<file path="src/rtl/dat_pkg.sv">
// Shared definitions for the SD DAT-line block serializer.
package dat_pkg;

  localparam int unsigned DataWDefault = 32;
  localparam int unsigned CrcWDefault  = 16;

  // CRC16-CCITT, x^16 + x^12 + x^5 + 1
  localparam logic [15:0] CrcPoly = 16'h1021;

  typedef enum logic [2:0] {
    StIdle,
    StLoad,
    StStartBit,
    StData,
    StCrc,
    StEndBit
  } dat_state_e;

endpackage

</file>
<file path="src/rtl/crc16_line.sv">
// Bit-serial CRC16 for one DAT line: clear, fold-in data bits, then stream the remainder MSB first.
module crc16_line
  import dat_pkg::*;
#(
  parameter int unsigned CRC_W = CrcWDefault
) (
  input  logic clk_i,
  input  logic rst_i,
  input  logic clr_i,
  input  logic en_i,
  input  logic shift_i,
  input  logic bit_i,
  output logic bit_o
);

  logic [CRC_W-1:0] crc_q;
  logic             fb;

  assign fb    = crc_q[CRC_W-1] ^ bit_i;
  assign bit_o = crc_q[CRC_W-1];

  // Clear wins over update; shift streams out the remainder with zeros behind it.
  always_ff @(posedge clk_i or posedge rst_i) begin
    if (rst_i) begin
      crc_q <= '0;
    end else if (clr_i) begin
      crc_q <= '0;
    end else if (en_i) begin
      crc_q <= {crc_q[CRC_W-2:0], 1'b0} ^ (fb ? CRC_W'(CrcPoly) : '0);
    end else if (shift_i) begin
      crc_q <= {crc_q[CRC_W-2:0], 1'b0};
    end
  end

endmodule

</file>
<file path="src/rtl/dat_serializer.sv">
// SD DAT block-write serializer: FIFO words out on 1 or 4 DAT lines with per-line CRC16.
module dat_serializer
  import dat_pkg::*;
#(
  parameter int unsigned DATA_W = DataWDefault,
  parameter int unsigned CRC_W  = CrcWDefault
) (
  input  logic              sd_clock,
  input  logic              reset,
  input  logic              start,
  input  logic [11:0]       Block_Size,
  input  logic              wide_bus,
  input  logic [DATA_W-1:0] Data_in,
  input  logic              Empty_in,
  output logic              enable_read,
  output logic [3:0]        DAT_out,
  output logic              DAT_oe,
  output logic              busy,
  output logic              block_done,
  output logic              underrun
);

  localparam int unsigned   CntW     = $clog2(DATA_W + CRC_W);
  localparam logic [CntW-1:0] WordEnd4 = CntW'(DATA_W / 4 - 1);
  localparam logic [CntW-1:0] WordEnd1 = CntW'(DATA_W - 1);
  localparam logic [CntW-1:0] CrcEnd   = CntW'(CRC_W - 1);

  dat_state_e        st_q;
  logic [DATA_W-1:0] sr_q;
  logic [DATA_W-1:0] word_swapped;
  logic [CntW-1:0]   cnt_q;
  logic [13:0]       byte_cnt_q;
  logic              wide_q;
  logic              underrun_q;

  logic              byte_end;
  logic              word_end;
  logic              last_byte;
  logic              prefetch_pt;
  logic [3:0]        line_bit;
  logic [3:0]        crc_en;
  logic [3:0]        crc_bit;
  logic              crc_clr;
  logic              crc_shift;

  // Reorder so the shifter always sends from its MSB: byte 0 first, each byte MSB first.
  always_comb begin
    word_swapped = '0;
    for (int b = 0; b < DATA_W / 8; b++) begin
      word_swapped[DATA_W-8-8*b +: 8] = Data_in[8*b +: 8];
    end
  end

  assign byte_end    = wide_q ? cnt_q[0] : (cnt_q[2:0] == 3'd7);
  assign word_end    = (cnt_q == (wide_q ? WordEnd4 : WordEnd1));
  assign last_byte   = byte_end && (byte_cnt_q == 14'd1);
  assign prefetch_pt = (st_q == StData) && word_end && !last_byte;

  // Pop is combinational so it can never assert against an empty FIFO.
  assign enable_read = !Empty_in && ((st_q == StLoad) || prefetch_pt);

  assign busy       = (st_q != StIdle);
  assign block_done = (st_q == StEndBit);
  assign underrun   = underrun_q;

  assign line_bit  = wide_q ? sr_q[DATA_W-1 -: 4] : {3'b000, sr_q[DATA_W-1]};
  assign crc_en    = (st_q == StData) ? (wide_q ? 4'hF : 4'h1) : 4'h0;
  assign crc_clr   = (st_q == StLoad) && !Empty_in;
  assign crc_shift = (st_q == StCrc);

  for (genvar i = 0; i < 4; i++) begin : g_crc
    crc16_line #(
      .CRC_W (CRC_W)
    ) u_crc (
      .clk_i   (sd_clock),
      .rst_i   (reset),
      .clr_i   (crc_clr),
      .en_i    (crc_en[i]),
      .shift_i (crc_shift),
      .bit_i   (line_bit[i]),
      .bit_o   (crc_bit[i])
    );
  end

  // Block sequencing: state, shifter, per-word cycle counter and byte counter.
  always_ff @(posedge sd_clock or posedge reset) begin
    if (reset) begin
      st_q       <= StIdle;
      sr_q       <= '0;
      cnt_q      <= '0;
      byte_cnt_q <= '0;
      wide_q     <= 1'b0;
      underrun_q <= 1'b0;
    end else begin
      unique case (st_q)
        StIdle: begin
          if (start) begin
            st_q       <= StLoad;
            byte_cnt_q <= {2'b00, Block_Size};
            wide_q     <= wide_bus;
            underrun_q <= 1'b0;
          end
        end
        StLoad: begin
          if (!Empty_in) begin
            sr_q <= word_swapped;
            st_q <= StStartBit;
          end
        end
        StStartBit: begin
          cnt_q <= '0;
          st_q  <= StData;
        end
        StData: begin
          sr_q  <= wide_q ? (sr_q << 4) : (sr_q << 1);
          cnt_q <= cnt_q + 1'b1;
          if (byte_end) begin
            byte_cnt_q <= byte_cnt_q - 14'd1;
          end
          if (last_byte) begin
            cnt_q <= '0;
            st_q  <= StCrc;
          end else if (word_end) begin
            cnt_q <= '0;
            if (Empty_in) begin
              underrun_q <= 1'b1;
              st_q       <= StIdle;
            end else begin
              sr_q <= word_swapped;
            end
          end
        end
        StCrc: begin
          cnt_q <= cnt_q + 1'b1;
          if (cnt_q == CrcEnd) begin
            st_q <= StEndBit;
          end
        end
        StEndBit: begin
          st_q <= StIdle;
        end
        default: begin
          st_q <= StIdle;
        end
      endcase
    end
  end

  // DAT line drive decoded from state; inactive lines idle high.
  always_comb begin
    DAT_oe  = 1'b0;
    DAT_out = 4'hF;
    unique case (st_q)
      StStartBit: begin
        DAT_oe  = 1'b1;
        DAT_out = wide_q ? 4'h0 : 4'hE;
      end
      StData: begin
        DAT_oe  = 1'b1;
        DAT_out = wide_q ? sr_q[DATA_W-1 -: 4] : {3'b111, sr_q[DATA_W-1]};
      end
      StCrc: begin
        DAT_oe  = 1'b1;
        DAT_out = wide_q ? crc_bit : {3'b111, crc_bit[0]};
      end
      StEndBit: begin
        DAT_oe  = 1'b1;
        DAT_out = 4'hF;
      end
      default: begin
        DAT_oe  = 1'b0;
        DAT_out = 4'hF;
      end
    endcase
  end

endmodule

</file>
<file path="config.mk">
export PLATFORM = sky130hd
export DESIGN_NAME = dat_serializer
export DESIGN_NICKNAME = d
export VERILOG_FILES = /design/src/rtl/dat_pkg.sv /design/src/rtl/crc16_line.sv /design/src/rtl/dat_serializer.sv
export SDC_FILE = /design/constraint.sdc
export NUM_CORES = 1
export LEC_CHECK = 0
export CAP_MARGIN = 20
export CORE_ASPECT_RATIO = 0.7
export CORE_UTILIZATION = 55
export CTS_BUF_LIST = sky130_fd_sc_hd__clkbuf_8 sky130_fd_sc_hd__clkbuf_16
export DETAILED_ROUTE_END_ITERATION = 8
export GPL_ROUTABILITY_DRIVEN = 0
export HOLD_SLACK_MARGIN = 0.03
export PLACE_DENSITY = 0.73
export SLEW_MARGIN = 5
export SYNTH_ARGS = -nofsm -noshare
export SYNTH_HDL_FRONTEND = slang
export SYNTH_SLANG_ARGS = --single-unit
</file>
<file path="constraint.sdc">
create_clock -name sd_clock -period 8.8 [get_ports sd_clock]
set_clock_uncertainty 0.2 [all_clocks]
set_input_delay 2.2 -clock sd_clock [delete_from_list [all_inputs] [get_ports sd_clock]]
set_output_delay 2.2 -clock sd_clock [all_outputs]
set_load 0.03 [all_outputs]
</file>
* Word level (Yosys, flattened, before mapping) *
Index checks and enable logic that the tools add are counted.

operators by class
  reductions and logical operators = 23
  shift-type cells = 0
  divide/modulo/power cells = 0
  add/subtract/negate cells = 2
  bitwise operators = 8
  mux-type cells = 50
  $lt $le $gt $ge = 0
  eq/ne operators = 18
  multipliers = 0

operators with widths
  kind                   number
  $mux 16                12
  $mux 32                5
  $pmux 32 s2            1
  $xor 16x16->16         4
  $mux 13                4
  $mux 14                2
  $pmux 14 s2            1
  $mux 4                 6
  $mux 3                 6
  $pmux 6 s3             1
  $reduce_bool 3->1      6
  $pmux 3 s5             1
  $eq 14x1->1 const B    1
  $sub 14x1->14 const B  1
  $mux 6                 2
  $ne 2x2->1 const B     6
  $pmux 4 s3             1
  $reduce_and 5->1       2
  $eq 3x3->1 const B     3
  $add 6x1->6 const B    1
  $eq 3x2->1 const B     2
  $eq 6x4->1 const B     1
  $eq 6x5->1             1
  $mux 1                 6
  other kinds (14)       25

word-level totals
  RAM bits = 0
  memories kept = 0
  bits in latches = 0
  flip-flop bits (word level) = 121
  output and inout bits = 9
  ROM bits = 0

* Logic depth before layout (Yosys ltp) *
Gate-level depths: netlist of run 1.

  depth after elaboration = 7
  depth in mapped cells = 9
  depth with buffers taken out = 7

* Modules after synthesis *
From an unflattened synthesis of run 1, not the netlist that was laid out.

unflattened totals
  cell total of the unflattened synthesis = 665
  area total of the unflattened synthesis = 6392.4 sq um

by module, submodules not included
  module          seq. area each (sq um)  cells each  instances  area an instance (sq um)
  dat_serializer  1426.4                  361         1          3339.5
  crc16_line      400.4                   76          4          763.2

* Worst setup path before layout of run 1 *
No wires, ideal clock.

  path kind = in2out
  from = in Empty_in
  to = out enable_read
  required time = 6.400 ns
  arrival = 2.896 ns
  slack = 3.504 ns
  cell stages on the path = 2
  cell sequence = a311o_1 > o21ai_2

between the ends
  word-level cells in the longest chain between the ends = 2

RTL lines
  item               RTL line              source
  start, declared    dat_serializer.sv:14  input logic Empty_in,
  $logic_not 1->1    --
  $logic_and 1x1->1  dat_serializer.sv:60  assign enable_read = !Empty_in && ((st_q == StLoad) || prefetch_pt);
  end, declared      dat_serializer.sv:15  output logic enable_read,

Every way passes these cells.

* Worst setup path after layout of run 1 *
Same ends and word-level chain as after synthesis.

==> results of run 1 <==
[cells by family (layout without fill, tap and decap cells)]
| group | after synthesis | count (layout) | synth area share |
|---|---|---|---|
| flip-flops | 121 | 121 | 0.495 |
| AND/OR/NAND/NOR | 312 | 312 | 0.223 |
| XOR/XNOR | 15 | 15 | 0.0215 |
| multiplexers | 31 | 31 | 0.0567 |
| adder cells (fa/ha/maj) | 4 | 4 | 0.00819 |
| AO/OA/AOI/OAI | 151 | 151 | 0.155 |
| buffers and inverters | 56 | 108 | 0.0397 |
[final timing paths]
| kind | endpoint | slack (ns) |
|---|---|---|
| worst max register to register | sr_q[5] | 5.52 |
| max in group asynchronous | sr_q[5] | 4.99 |
| min in group asynchronous | g_crc[0].u_crc.crc_q[12] | 2.02 |
| worst min-delay path | g_crc[1].u_crc.crc_q[4] | 0.26 |
| worst max-delay path | enable_read | 2.10 |
| worst min register to register | g_crc[1].u_crc.crc_q[4] | 0.26 |
[layout make-up]
class	count	share of cell area
clock inverter	12	0.0190
clock buffer	20	0.0633
tap	148	0.0251
sequential	121	0.411
inverter	9	0.00493
multi-input combinational	513	0.389
timing repair buffer	67	0.0876
[cell usage after synthesis, types with 5 or more instances]
| cell | n | share of area |
|---|---|---|
| a21oi_1 | 26 | 0.021 |
| a22o_1 | 5 | 0.0072 |
| a31oi_1 | 32 | 0.033 |
| buf_1 | 10 | 0.0061 |
| buf_2 | 8 | 0.0066 |
| clkbuf_1 | 25 | 0.015 |
| dfrtp_1 | 121 | 0.50 |
| inv_1 | 9 | 0.0055 |
| mux2_2 | 29 | 0.053 |
| nand2_1 | 188 | 0.12 |
| nand3_1 | 63 | 0.052 |
| nor2_1 | 29 | 0.018 |
| nor3_1 | 6 | 0.0049 |
| o21ai_0 | 32 | 0.026 |
| o22ai_1 | 30 | 0.031 |
| xnor2_1 | 12 | 0.017 |
[worst max-delay path: cells and delay by family]
family                 cells  cell delay [ns]
buffers and inverters      3             1.49
AO/OA/AOI/OAI              2             0.60
[flip-flops by register name (all words and copies together) (netlist names)]
name / cells
byte_cnt_q: 14
cnt_q: 6
g_crc.u_crc.crc_q: 64
sr_q: 32
st_q: 3
underrun: 1
wide_q: 1
[through the flow]
| stage | cell area (sq um) | hold WS [ns] | utilization | setup slack (ns) |
|---|---|---|---|---|
| detailed placement | 6750 | 0.249 | 0.638 | 2.15 |
| floorplan | 6110 | 0.238 | - | 3.19 |
| CTS | 7360 | 0.265 | 0.695 | 2.12 |
| global route | 7370 | 0.294 | 0.696 | 2.04 |
| global placement | 6750 | 0.247 | 0.638 | 2.15 |
| finish | 7370 | 0.262 | 0.696 | 2.10 |
[per-layer routing]
layer,vias to the layer above,global-route usage
li1,2515,-
met1,2545,0.391
met2,179,0.411
met3,26,0.0685
met4,0,0.103
met5,-,0.0136
[power groups by stage]
stage	clock network [mW]	logic, mW	registers, mW
final	0.714	0.968	0.980
after global routing	0.749	1.09	1.01
after CTS	0.723	0.968	0.976
after detailed placement	0	0.960	0.978
after global placement	0	0.918	0.966
after floorplan	0	0.761	0.928
==> summary.md, run 1 <==
| Metric | Value |
|---|---|
| Cell Pwr Density | 361 nW/um^2 |
| Non-Filler Instances | 890 |
| Netlist cell types | 58 |
| Crit-path cells | clkdlybuf4s50_1, a311o_1, buf_4, o21ai_2, clkdlybuf4s50_1 |
| Mapped Area | 6110 sq um |
| Drt pass-1 iters | 5 |
| Crit path max fanout | 32 |
| Core area | 10,600 sq um |
| Layout cells sized above 1 | 0.112 |
| Sw Ratio | 0.375 |
| Post-Syn Instances | 690 |
| Die Width | 128 microns |
| Hold WC Path Type | reg2reg |
| Synthesis-stage register bit count | 121 |
| Fmax | 0.149 GHz |
| Commonest non-fill, non-tap cell in the layout | nand2_1 |
| # rows | 31 |
| Syn_nets | 743 |
| Antenna viol nets, final | 0 |
| Syn. warnings | 0 |
| Setup crit start | Empty_in |
| Storage element area | 3030 sq um |
| Final Hold Vio Count | 0 |
| DRT iter0 DRCs | 469 |
| Final nets | 782 |
| Most frequent cells in the layout | nand2_1 (187), dfrtp_1 (121), nand3_1 (63) |
| Area grow syn2layout | 20.6% |
| Leak | 3.27 nW |
| Hold-fix buffers, CTS | 0 |
| Peak per-stage delay on the critical path | 0.73 ns |
| WP data required | 6.40 ns |
| Post-synth top flop | dfrtp_1 |
| Post-CTS setup buffer count | 0 |
| Hold Path Depth | 2 |
| Post-DP HPWL | 8910 microns |
| Met3 routed WL | 817 microns |
| # resized after CTS | 0 |
| Global-route wire length before repair | 25,300 microns |
| Crit share post-route | 0.762 |
| CP Launch Type | input pin |
| Multi-input logic area | 2870 sq um |
| Comb pwr share | 0.364 |
| Int Pwr | 1.66 mW |
| Placed Cells | 857 |
| Initial Utilization | 0.577 |
| Total grt overflow | 0 |
| Slew Viols, Final | 0 |
| Clock share of power | 0.268 |
| Worst-Margin Slew | 1.05 ns |
| CTS tree | yes |
| Kind of critical path | in2out |
| Vias in the first global route | 5,177 |
| I/O pin cnt | 58 |
| Fillers | 812 |
| Crit path time final | 6.70 ns |
| Max-Cap Viols | 0 |
| Initial antenna violation count | 0 |
| Clock slew at reported path FFs | 0.06 ns |
| Sw Pwr | 0.999 mW |
| Type of element capturing the critical path | output pin |
| Pin count of the biggest net entering global routing | 86 |
| Post-synth EDFFs | 0 |
| Sequential fraction of design power | 0.368 |
| DR DRC count | 0 |
| H-tree depth | 4 |
| Number of CTS-inserted buffers | 17 |
| Crit-path most repeated cell | clkdlybuf4s50_1 |
| Worst r2r src | st_q[0] |
| Routed via count | 5,265 |
| Tot Pwr | 2.66 mW |
| DRT met1 WL | 6930 microns |
| Finish-stage setup viols | 0 |
| Master of the slowest instance on the critical path | clkdlybuf4s50_1 |
| Setup_tns | 0 ns |
| Post-Syn Area per Cell | 8.86 sq um |
| DR top layer | met4 |
| VDD IR max | 185 uV |
| Hold path startpoint | g_crc[1].u_crc.crc_q[3] |
| Async S/R FF share, synth | 1.00 |
| Root Buffer | clkbuf_16 |
| Clock Latency Late Sink | 0.42 ns |
| Final WL | 14,600 microns |
| Port-buffer cells | 57 |
| Overall routing resource usage | 0.277 |
| Wire length on met2 | 6570 microns |
| Post-DR wirelength/cell | 16.4 microns |
| Worst r2r path cells | 6 |
| Seq/Total Area, Yosys | 0.495 |
| Die Height | 90.2 microns |
| Via density | 5.92 |
| Status | finished, final reports clean |
| CTS sink count | 121 |
| Relative slew slack | 0.299 |
| RSZ-0062 raised after global routing | no |
| CTS Buffer Depth | 2 |
| Diodes inserted | 0 |
| Crit path arrival time | 4.30 ns |
| Die ar. | 11,500 sq um |
(Power assumes the default switching activity.)
==> run 2, diff against run 1 <==
--- a/config.mk
+++ b/config.mk
@@ -7,12 +7,12 @@
 export LEC_CHECK = 0
 export CAP_MARGIN = 20
 export CORE_ASPECT_RATIO = 0.7
-export CORE_UTILIZATION = 55
+export CORE_UTILIZATION = 52
 export CTS_BUF_LIST = sky130_fd_sc_hd__clkbuf_8 sky130_fd_sc_hd__clkbuf_16
 export DETAILED_ROUTE_END_ITERATION = 8
 export GPL_ROUTABILITY_DRIVEN = 0
 export HOLD_SLACK_MARGIN = 0.03
-export PLACE_DENSITY = 0.73
+export PLACE_DENSITY = 0.72
 export SLEW_MARGIN = 5
 export SYNTH_ARGS = -nofsm -noshare
 export SYNTH_HDL_FRONTEND = slang
==> constraint.sdc (replaced) <==
create_clock -name sd_clock -period 5.4 [get_ports sd_clock]
set_clock_uncertainty 0.2 [all_clocks]
set_input_delay 1.35 -clock sd_clock [delete_from_list [all_inputs] [get_ports sd_clock]]
set_output_delay 1.35 -clock sd_clock [all_outputs]
set_load 0.03 [all_outputs]
==> summary.md, run 2 (synthesis results as in run 1) <==
| Metric | Value |
|---|---|
| Sequential fraction of design power | 0.370 (was 0.368) |
| Sw Ratio | 0.380 (was 0.375) |
| Total grt overflow | 0 (unchanged) |
| Via density | 5.86 (was 5.92) |
| Overall routing resource usage | 0.261 (was 0.277) |
| Int Pwr | 2.68 mW (was 1.66 mW) |
| Final Hold Vio Count | 0 (unchanged) |
| Status | finished, final reports clean (unchanged) |
| Clock Latency Late Sink | 0.42 ns (about the same) |
| Critical path depth | 4 (was 5) |
| Relative slew slack | 0.368 (was 0.299) |
| Crit-path most repeated cell | clkdlybuf4s50_1 (unchanged) |
| CTS tree | yes (unchanged) |
| Routed via count | 5,275 (was 5,265) |
| Die Width | 132 microns (was 128 microns) |
| H-tree depth | 4 (unchanged) |
| CP Launch Type | input pin (unchanged) |
| I/O pin cnt | 58 (unchanged) |
| Peak per-stage delay on the critical path | 0.73 ns (about the same) |
| Die ar. | 12,200 sq um (was 11,500 sq um) |
| Crit path max fanout | 5 (was 32) |
| Kind of critical path | in2out (unchanged) |
| Crit share post-route | 0.899 |
| Critical Path Sink | enable_read (unchanged) |
| Initial antenna violation count | 0 (unchanged) |
| Hold-fix buffers, CTS | 0 (unchanged) |
| Util after Layout | 0.660 (was 0.696) |
| VDD IR max | 264 uV (was 185 uV) |
| Setup crit start | Empty_in (unchanged) |
| Number of CTS-inserted buffers | 17 (unchanged) |
| Leak | 3.28 nW (was 3.27 nW) |
| Register with the most flip-flops | g_crc.u_crc.crc_q (unchanged) |
| RSZ-0062 raised after global routing | no (unchanged) |
| Antenna viol nets, final | 0 (unchanged) |
| Final nets | 787 (was 782) |
| Finish-stage setup viols | 0 (unchanged) |
| Worst r2r src | st_q[0] (unchanged) |
| Sw Pwr | 1.64 mW (was 0.999 mW) |
| Worst r2r path cells | 7 (was 6) |
| WP data required | 3.85 ns (was 6.40 ns) |
| Setup_tns | 0 ns (unchanged) |
| Root Buffer | clkbuf_16 (unchanged) |
| Comb pwr share | 0.369 (was 0.364) |
| Pin count of the biggest net entering global routing | 86 (unchanged) |
| DRT iter0 DRCs | 366 (was 469) |
| Post-DP HPWL | 9430 microns (was 8910 microns) |
| Post-CTS setup buffer count | 0 (unchanged) |
| Crit path arrival time | 3.31 ns (was 4.30 ns) |
| RR Endpoint | sr_q[31] (was sr_q[5]) |
| Hold WC Path Type | reg2reg (unchanged) |
| Area grow syn2layout | 21.0% (was 20.6%) |
| Flop-to-flop setup slack | 2.35 ns (was 5.52 ns) |
| Slew Viols, Final | 0 (unchanged) |
| Max-Cap Viols | 0 (unchanged) |
| CTS Buffer Depth | 2 (unchanged) |
| Crit path time final | 4.86 ns |
| Clock share of power | 0.261 (was 0.268) |
| Drt pass-1 iters | 5 (unchanged) |
| # rows | 32 (was 31) |
| Commonest non-fill, non-tap cell in the layout | nand2_1 (unchanged) |
| Die Height | 92.7 microns (was 90.2 microns) |
| Fmax | 0.206 GHz |
| DR DRC count | 0 (unchanged) |
| Core area | 11,200 sq um (was 10,600 sq um) |
| Most frequent cells in the layout | nand2_1 (187), dfrtp_1 (121), nand3_1 (63) (unchanged) |
| Diodes inserted | 0 (unchanged) |
| Layout cells sized above 1 | 0.118 (was 0.112) |
| Type of element capturing the critical path | output pin (unchanged) |
| Clock slew at reported path FFs | 0.06 ns (about the same) |
| Final WL | 14,900 microns (was 14,600 microns) |
| # resized after CTS | 0 (unchanged) |
| Initial Utilization | 0.545 (was 0.577) |
| Cell Pwr Density | 585 nW/um^2 (was 361 nW/um^2) |
| Master of the slowest instance on the critical path | clkdlybuf4s50_1 (unchanged) |
| Crit-path cells | clkdlybuf4s50_1, a311o_1, o21ai_2, clkdlybuf4s50_1 (was clkdlybuf4s50_1, a311o_1, buf_4, o21ai_2, clkdlybuf4s50_1) |
| Top flop regs | g_crc.u_crc.crc_q: 64 flops, sr_q: 32 flops, byte_cnt_q: 14 flops (unchanged) |
| Post-DR wirelength/cell | 16.5 microns (was 16.4 microns) |
| Flip-flop count of the largest register after layout | 64 (unchanged) |
| CP top delay family | buffers and inverters (unchanged) |
| Port-buffer cells | 57 (unchanged) |
| Vias in the first global route | 4,951 (was 5,177) |
| CTS sink count | 121 (unchanged) |
| CP bufs+invs | 2 (was 3) |
| Worst-Margin Slew | 0.949 ns (was 1.05 ns) |
| Global-route wire length before repair | 25,000 microns (was 25,300 microns) |
## run 2: cell types whose count changed in the layout (fill, tap and decap cells not counted), sizes merged
| cell | delta |
|---|---|
| clkbuf | -3 |
| buf | +5 |
| clkinv | +2 |
| inv | +1 |
## run 2: layout make-up
cell class | count | area [sq um]
Clock buffer | 17 | 425
Fill cell | 896 | 3810
Multi-Input combinational cell | 513 | 2870
Inverter | 9 | 36.3
Clock inverter | 15 | 166
Tap cell | 153 | 191
Timing Repair Buffer | 72 | 683
Sequential cell | 121 | 3030
## run 2: worst reg2reg max path, cell delays in order, from the launching register on
cell and delay [ns]:
dfrtp_1 0.54, nor2b_1 0.25, nand2_2 0.10, buf_4 0.69
nand2_1 0.56, buf_4 0.36, o22ai_1 0.17, a31oi_1 0.06
## run 2: power groups by stage
stage | registers [mW] | logic, mW | clock network, mW
floorplan | 1.51 | 1.24 | 0
global placement | 1.58 | 1.51 | 0
detailed placement | 1.60 | 1.58 | 0
CTS | 1.59 | 1.59 | 1.15
global route | 1.65 | 1.80 | 1.19
finish | 1.60 | 1.60 | 1.13
## run 2: metal layers
layer | global-route usage | share of wire | vias to the layer above
met5 | 0 | 0 | -
met2 | 0.394 | 0.46 | 163
li1 | - | - | 2514
met4 | 0.0678 | 0.011 | 0
met1 | 0.380 | 0.48 | 2580
met3 | 0.0580 | 0.053 | 18
## run 2: how the worst min path moves through the flow
stage | cells after the start | endpoint | from | slack (ns)
floorplan | 2 | g_crc[0].u_crc.crc_q[10] | g_crc[0].u_crc.crc_q[9] | 0.24
global placement | 2 | g_crc[2].u_crc.crc_q[8] | g_crc[2].u_crc.crc_q[7] | 0.25
detailed placement | 2 | g_crc[0].u_crc.crc_q[13] | g_crc[0].u_crc.crc_q[12] | 0.25
CTS | 2 | g_crc[0].u_crc.crc_q[13] | g_crc[0].u_crc.crc_q[12] | 0.26
global route | 2 | g_crc[0].u_crc.crc_q[13] | g_crc[0].u_crc.crc_q[12] | 0.29
finish | 2 | g_crc[0].u_crc.crc_q[13] | g_crc[0].u_crc.crc_q[12] | 0.26
## run 2: per-stage QoR
| stage | power [mW] | instances | worst slack, ns | hold WS, ns | area, sq um |
|---|---|---|---|---|---|
| 2_1_floorplan | 2.75 | 690 | 0.636 | 0.238 | 6110 |
| 3_3_place_gp | 3.09 | 866 | 0.618 | 0.245 | 6790 |
| 3_5_place_dp | 3.18 | 866 | 0.590 | 0.252 | 6790 |
| 4_1_cts | 4.33 | 898 | 0.578 | 0.264 | 7380 |
| 5_1_grt | 4.63 | 900 | 0.500 | 0.286 | 7400 |
| 6_report | 4.33 | 900 | 0.543 | 0.265 | 7400 |
